**src/rtl/mem_lsu.sv**
```systemverilog
// Load/store unit: one request at a time, IDLE -> ACCESS -> RESP; 2-cycle latency legal, 1-cycle error.
// req_ready only in IDLE; the response is held until resp_ready, so nothing new is accepted until then.
module mem_lsu #(
  parameter int ALIGN_CHECK = 1
) (
  input  logic        clk_i,
  input  logic        reset_i,
  input  logic        req_valid_i,
  output logic        req_ready_o,
  input  logic        req_wen_i,
  input  logic [31:0] req_addr_i,
  input  logic [31:0] req_wdata_i,
  input  logic [1:0]  req_size_i,
  input  logic        req_unsigned_i,
  output logic        resp_valid_o,
  input  logic        resp_ready_i,
  output logic [31:0] resp_rdata_o,
  output logic        resp_err_o,
  output logic        mem_valid_o,
  output logic [31:0] mem_raddr_o,
  output logic        mem_wen_o,
  output logic [31:0] mem_waddr_o,
  output logic [31:0] mem_wdata_o,
  output logic [7:0]  mem_wmask_o,
  input  logic [31:0] mem_rdata_i
);

  typedef enum logic [1:0] {IDLE, ACCESS, RESP} state_t;

  state_t      state_q, state_d;
  logic        wen_q, uns_q, err_q;
  logic [31:0] addr_q, wdata_q, rdata_q;
  logic [1:0]  size_q;

  logic        req_legal;
  logic [1:0]  off;
  logic [3:0]  mask;
  logic [31:0] rd_shift, ld_ext, word_addr;

  always_comb begin
    req_legal = (req_size_i != 2'd3);
    if (ALIGN_CHECK != 0) begin
      if (req_size_i == 2'd1 && req_addr_i[0]) req_legal = 1'b0;
      if (req_size_i == 2'd2 && req_addr_i[1:0] != 2'b00) req_legal = 1'b0;
    end
  end

  // Without alignment checking, half/word low address bits are simply dropped.
  always_comb begin
    off  = 2'd0;
    mask = 4'b1111;
    case (size_q)
      2'd0: begin off = addr_q[1:0];         mask = 4'b0001 << addr_q[1:0]; end
      2'd1: begin off = {addr_q[1], 1'b0};   mask = 4'b0011 << {addr_q[1], 1'b0}; end
      default: begin off = 2'd0;             mask = 4'b1111; end
    endcase
  end

  always_comb begin
    rd_shift = mem_rdata_i >> {off, 3'b000};
    case (size_q)
      2'd0:    ld_ext = uns_q ? {24'd0, rd_shift[7:0]}  : {{24{rd_shift[7]}}, rd_shift[7:0]};
      2'd1:    ld_ext = uns_q ? {16'd0, rd_shift[15:0]} : {{16{rd_shift[15]}}, rd_shift[15:0]};
      default: ld_ext = rd_shift;
    endcase
  end

  always_ff @(posedge clk_i) begin
    if (reset_i) state_q <= IDLE;
    else         state_q <= state_d;
  end

  always_comb begin
    state_d      = state_q;
    req_ready_o  = 1'b0;
    resp_valid_o = 1'b0;
    mem_valid_o  = 1'b0;
    case (state_q)
      IDLE: begin
        req_ready_o = 1'b1;
        if (req_valid_i) state_d = req_legal ? ACCESS : RESP;
      end
      ACCESS: begin
        mem_valid_o = 1'b1;
        state_d     = RESP;
      end
      RESP: begin
        resp_valid_o = 1'b1;
        if (resp_ready_i) state_d = IDLE;
      end
      default: state_d = IDLE;
    endcase
  end

  always_ff @(posedge clk_i) begin
    if (reset_i) begin
      wen_q   <= 1'b0;
      uns_q   <= 1'b0;
      err_q   <= 1'b0;
      addr_q  <= 32'd0;
      wdata_q <= 32'd0;
      rdata_q <= 32'd0;
      size_q  <= 2'd0;
    end else begin
      case (state_q)
        IDLE: if (req_valid_i) begin
          wen_q   <= req_wen_i;
          uns_q   <= req_unsigned_i;
          addr_q  <= req_addr_i;
          wdata_q <= req_wdata_i;
          size_q  <= req_size_i;
          err_q   <= !req_legal;
          rdata_q <= 32'd0;
        end
        ACCESS: rdata_q <= wen_q ? 32'd0 : ld_ext;
        RESP: if (resp_ready_i) begin
          err_q   <= 1'b0;
          rdata_q <= 32'd0;
        end
        default: ;
      endcase
    end
  end

  assign word_addr    = {addr_q[31:2], 2'b00};
  assign mem_raddr_o  = mem_valid_o ? word_addr : 32'd0;
  assign mem_waddr_o  = mem_valid_o ? word_addr : 32'd0;
  assign mem_wen_o    = mem_valid_o & wen_q;
  assign mem_wdata_o  = mem_valid_o ? (wdata_q << {off, 3'b000}) : 32'd0;
  assign mem_wmask_o  = {4'b0000, (mem_valid_o && wen_q) ? mask : 4'b0000};
  assign resp_rdata_o = resp_valid_o ? rdata_q : 32'd0;
  assign resp_err_o   = resp_valid_o & err_q;

endmodule

```
**config.mk**
```make
export PLATFORM = sky130hd
export DESIGN_NAME = mem_lsu
export DESIGN_NICKNAME = d
export VERILOG_FILES = /design/src/rtl/mem_lsu.sv
export SDC_FILE = /design/constraint.sdc
export NUM_CORES = 1
export LEC_CHECK = 0
export ABC_CLOCK_PERIOD_IN_PS = 2009
export CAP_MARGIN = 40
export CORE_ASPECT_RATIO = 1.2
export CORE_MARGIN = 1.5
export CORE_UTILIZATION = 42
export CTS_CLUSTER_SIZE = 20
export DETAILED_ROUTE_END_ITERATION = 16
export GPL_TIMING_DRIVEN = 0
export PLACE_DENSITY = 0.87
export SLEW_MARGIN = 20
export SYNTH_ARGS = -nofsm -noshare
export SYNTH_HDL_FRONTEND = slang
export SYNTH_SLANG_ARGS = --single-unit
```
**constraint.sdc**
```tcl
create_clock -name clk_i -period 2.01 [get_ports clk_i]
set_input_delay 0.201 -clock clk_i [delete_from_list [all_inputs] [get_ports clk_i]]
set_output_delay 0.201 -clock clk_i [all_outputs]
set_load 0.01 [all_outputs]
```
Word level (Yosys, flattened, before mapping). Cells that the tools add are included.

Register bits after elaboration: 103. Input bits: 104. Output and inout bits: 141. Logic and storage cells: 60.

Eq/ne operators: 8. Shifts and indexed selects: 4. Multiplexer cells: 25. Bitwise gates (word level): 2. Reductions and logical operators: 13.

Operators by type and width (count): 32-bit two-way mux (8); 32-bit one-hot mux with 3 select lines (1); 32-bit one-hot mux with 2 select lines (1); 32-bit by 5-bit left shift with 32-bit output (1); 32-bit by 5-bit right shift with 32-bit output (1); 4-bit one-hot mux with 2 select lines (1); 1-bit two-way mux (7); 2-bit by 1-bit equality test with 1-bit output, second input constant (3); 2-bit two-way mux (3); 2-bit inequality test, second input constant (3); 2-bit one-hot mux with 3 select lines (1); 3-bit AND reduction (2); 2-bit equality test, second input constant (2); 2-bit logical NOT (2); 4-bit two-way mux (1); 2-bit one-hot mux with 2 select lines (1); 2-bit AND reduction (2); 2-bit nonzero test (2); 1-bit by 2-bit left shift with 4-bit output, first input constant (1); 2-bit by 2-bit left shift with 4-bit output, first input constant (1); 1-bit logical AND (3); 3-bit nonzero test (1); 1-bit AND (2); 1-bit one-hot mux with 2 select lines (1); 1-bit logical NOT (1).

Longest topological paths before layout.
Depth after elaboration: 7. Depth in mapped cells: 7. Depth with buffers taken out: 5.

Worst setup path after synthesis. OpenSTA, ideal clock, no wires.

Path type: reg-to-output. From: register size_q[1]. To: output port mem_wdata_o[16]. Arrival time: 1.618 ns. Required time: 1.809 ns. Path slack: 0.191 ns. Stages on the path, launching flop included: 8. Buffers on the path: 3. Cell sequence: dfxtp_1 -> buf_6 -> or3b_1 -> buf_6 -> buf_1 -> mux2_2 -> a22oi_1 -> nor2_1.

Cells in the longest elaborated chain, start to end: 4. Elaborated cells between the ends (all ways): 5. Those cells by class: eq/ne (1); shift (1); mux (2); reduce/logical (1).

RTL lines: start, declared (line 33) `logic [1:0] size_q;`; start signal, assigned (line 111) `size_q <= req_size_i;`; 2-bit by 1-bit equality test with 1-bit output / 2-bit logical NOT (equally long branches) (line 52) `case (size_q)`; 2-bit one-hot mux with 2 select lines * (line 52); 32-bit by 5-bit left shift with 32-bit output * (line 129) `assign mem_wdata_o = mem_valid_o ? (wdata_q << {off, 3'b000}) : 32'd0;`; 32-bit two-way mux * (line 129); end, declared (line 23) `output logic [31:0] mem_wdata_o,`.

Mark *: on every way between the ends. The rest lies on a longest branch, timed or not.

Worst setup path in the final report.
From: register size_q[0]. To: output port mem_wdata_o[27].

The elaborated chain is that of the path after synthesis.

==> summary.log <==
qor: synth.syn_area_per_cell 7.89 µm²
qor: power.net-switching-power 1.43 mW
qor: synth.synthesis.instances 693
qor: synth.postSynth.asyncResetShare 0%
qor: die.initial_utilization 43.2%
qor: layout.num-fill-cells 1087
qor: route.drtIter0Drc 330
qor: grt.grtUsageMet2 47.0%
qor: synth.synth-edff-count 0
qor: timing.finClkSkew 0.00754 ns
qor: grt.gr-usage-met3 6.51%
qor: synth.synthXorXnorAreaFrac 0%
qor: clock_tree.cts_root_buf sky130_fd_sc_hd__clkbuf_16
qor: timing.grt_setup_unrepaired yes
qor: route.wl_per_cell 17.3 µm
qor: route.firstDrtPassIters 5
qor: timing.timing.final.max_slew_violations 0
qor: setup_path.crit_required 1.81 ns
qor: layout.instances_no_fill 1147
qor: power.power_switching_share 26.9%
qor: layout.antennaDiodeCount 0
qor: run.cap_violations 0
qor: power.power_density 607 mW/mm²
qor: timing.max_slew_margin 52.8%
qor: clock_tree.cts.clk_slew.worst_paths 0.07 ns
qor: layout.layout.area.seq 0.00208 mm²
qor: clock_tree.clock_tree.htree_level_count 3
qor: synth.ys_types 46
qor: clock_tree.clock_latency 0.34 ns
qor: clock_tree.cts_tree yes
qor: power.cell_leakage_power 4.01 nW
qor: route.final_antenna_net_count 0
qor: layout.multi_input_comb_area 0.00309 mm²
qor: outcome.violations negative setup slack
qor: power.max-vdd-ir-drop 377 µV
qor: power.combinational_share_of_power 21.7%
qor: route.vias_per_cell 5.35
qor: timing.finalSetupViolCount 24
qor: grt.first_global_vias 5795
qor: synth.syn-cell-area 0.00547 mm²
qor: grt.grt_use_met1 32.9%
qor: worst_hold_path.class_of_the_most_critical_hold_timing_path input pin to register
qor: die.core_area 0.0127 mm²
qor: layout.layout-drive-gt1-share 23.7%
qor: clock_tree.tritoncts.num_buffers 9
qor: setup_path.critical_path_arrival 2.00 ns
qor: power.power.sequential.fraction 42.5%
qor: setup_path.cp_max_fo 8
qor: synth.ys_warn_count 0
qor: synth.ys_seq_elements 103
qor: die.die_area 0.0137 mm²
qor: die.fp-row-count 45
qor: power.cell_internal_pwr 3.90 mW
qor: timing.post_route_fraction_of_the_period_consumed_by_the_critical_path 110%
qor: setup_path.critical_path.startpoint_type register
qor: synth.synth-simple-area-share 25.5%
qor: synth.leading_register_cell_type_out_of_synthesis sky130_fd_sc_hd__dfxtp_1
qor: grt.grt_pass1_wl 29.8 mm
qor: placement.place.detailed.instances 1099
qor: setup_path.critPathCaptureType output port
qor: timing.finalWorstPathRequiredPeriod 2.20 ns
qor: timing.hold_ws 0.400 ns
qor: timing.fmaxAchievable 454 MHz
qor: synth.synth.mux.area_fraction 8.05%
qor: timing.hold_violations 0
qor: placement.gp_routability_congestion 0.904
qor: synth.ys_seq_area_share 37.7%
qor: placement.place.port_buffers 235
qor: synth.largest_family_of_logic_cells_by_synthesized_area simple AND/OR/NAND/NOR gates
qor: die.die_height 128 µm
qor: grt.busiest_layer met2
qor: route.dr_total_vias 6137
qor: outcome.outcome complete, but fails checks
qor: grt.initial_antenna_violation_count 0
qor: timing.worst_slew_pin_slew 0.707 ns
qor: route.postRouteWirelength 19.8 mm
qor: clock_tree.clockBufferDepth 2
qor: timing.worst_slack -0.193 ns
qor: synth.compound_gate_fraction_of_synth_area 18.8%
qor: grt.maximum_number_of_pins_on_one_net_before_global_route_repair 20
qor: layout.areaGrowthSynthToFinish 60.6%
qor: grt.grt_overflow 0
qor: die.die_width 107 µm
qor: placement.dp.final_hpwl 14.0 mm
qor: route.drcViolationCount 0
qor: die.num_io_pins 245
qor: clock_tree.cts_num_sinks 103
qor: grt.grt_util_all_layers 27.8%
qor: layout.layout.nets 1082
qor: setup_path.setup.worst_path.class register to output port
qor: synth.synth-adder-area-share 0%
qor: power.power_frac_clock 35.8%
[per-layer routing]
layer | part of all wire, % | up-vias | wire length (µm)
met5 | 0 | - | 0
met4 | 4.2 | 0 | 826
met3 | 8.8 | 63 | 1740
met2 | 49 | 343 | 9800
met1 | 38 | 2862 | 7460
li1 | - | 2869 | -
[per-stage QoR]
step	area, µm²	util (%)	worst slack, ns	TNS (ns)	power, mW
final	8780	69.3	-0.193	-2.26	5.33
after global routing	8780	69.3	-0.214	-3.24	5.54
after CTS	8680	68.5	-0.222	-3.34	5.29
after detailed placement	8050	63.6	-0.762	-55.47	3.26
after global placement	8050	63.6	-0.733	-50.72	3.24
after floorplan	5500	-	0.191	0	2.79
[flip-flops by register name, summed over array words and instances (netlist names)]
signal and flops:
uns_q 1, size_q 2, state_q 2, wen_q 1
wdata_q 32, err_q 1, rdata_q 32, addr_q 32
[cells in the mapped netlist, types with 4 or more instances]
library cell               instances  area share [%]
sky130_fd_sc_hd__nand2_1         181              12
sky130_fd_sc_hd__dfxtp_1         103              38
sky130_fd_sc_hd__a21oi_1          86             7.9
sky130_fd_sc_hd__and2_1           81             9.3
sky130_fd_sc_hd__clkbuf_1         41             2.8
sky130_fd_sc_hd__buf_4            38             5.2
sky130_fd_sc_hd__a22oi_1          24             3.3
sky130_fd_sc_hd__o21ai_0          16             1.5
sky130_fd_sc_hd__nor2_1           15             1.0
sky130_fd_sc_hd__mux2i_1          14             2.6
sky130_fd_sc_hd__buf_2            10            0.92
sky130_fd_sc_hd__a221o_1           8             1.5
sky130_fd_sc_hd__a32oi_1           8             1.3
sky130_fd_sc_hd__mux2_2            8             1.6
sky130_fd_sc_hd__o22a_1            8             1.3
sky130_fd_sc_hd__mux4_1            5             2.4
sky130_fd_sc_hd__inv_1             4            0.27
[layout by cell type, fill, tap and decap left out, types with 16 or more instances in the layout]
master,synthesis,final
sky130_fd_sc_hd__a21oi_1,86,82
sky130_fd_sc_hd__a22oi_1,24,16
sky130_fd_sc_hd__and2_1,81,65
sky130_fd_sc_hd__and2_4,0,16
sky130_fd_sc_hd__buf_2,10,32
sky130_fd_sc_hd__buf_4,38,59
sky130_fd_sc_hd__buf_6,2,22
sky130_fd_sc_hd__clkbuf_1,41,29
sky130_fd_sc_hd__clkbuf_2,0,19
sky130_fd_sc_hd__clkdlybuf4s50_1,0,106
sky130_fd_sc_hd__dfxtp_1,103,97
sky130_fd_sc_hd__dlygate4sd2_1,0,62
sky130_fd_sc_hd__nand2_1,181,174
sky130_fd_sc_hd__o21ai_0,16,16
[logic make-up (layout without fill, tap and decap cells)]
logic type	count (synthesis)	after routing
AND/OR/NAND/NOR	296	296
AO/OA/AOI/OAI	164	164
flip-flops	103	103
buffers and inverters	98	381
multiplexers	31	31
other	1	8
[power by group through the flow]
stage / Sequential (mW) / Combinational (mW) / Clock [mW]
floorplan: 2.26 / 0.532 / 0
global placement: 2.28 / 0.955 / 0
detailed placement: 2.29 / 0.973 / 0
CTS: 2.25 / 1.11 / 1.93
global route: 2.27 / 1.25 / 2.01
finish: 2.27 / 1.16 / 1.91
[cell type report]
class | count | share of cell area (%)
multi-input combinational | 499 | 35.2
timing repair buffer | 272 | 27.5
sequential | 103 | 23.7
buffer | 89 | 7.34
clock buffer | 13 | 2.96
tap | 164 | 2.34
clock inverter | 3 | 0.741
inverter | 4 | 0.256
[worst max-delay path: stages (launching register included)]
cell and delay [ns]:
sky130_fd_sc_hd__dfxtp_4 0.37, sky130_fd_sc_hd__or3b_1 0.39, sky130_fd_sc_hd__buf_6 0.16, sky130_fd_sc_hd__mux4_2 0.45, sky130_fd_sc_hd__and2_1 0.15, sky130_fd_sc_hd__buf_2 0.13
[repair_timing]
| action | in CTS | in global routing |
|---|---|---|
| gates cloned | 2 | 1 |
| endpoints found under the setup margin | 161 | 90 |
| pin swaps | 25 | 17 |
| setup buffers | 25 | 14 |
| resized for setup | 355 | 91 |
| hold buffers | 0 | 0 |
[final timing paths]
kind	endpoint	start	depth (start not counted)	slack [ns]
setup reg to reg	rdata_q[26]	size_q[1]	6	0.14
hold reg to reg	rdata_q[1]	rdata_q[1]	2	0.45
hold / removal	wdata_q[27]	req_wdata_i[27]	3	0.40
setup / recovery	mem_wdata_o[27]	size_q[0]	5	-0.19
No activity file was read; power rests on OpenSTA's default activity.
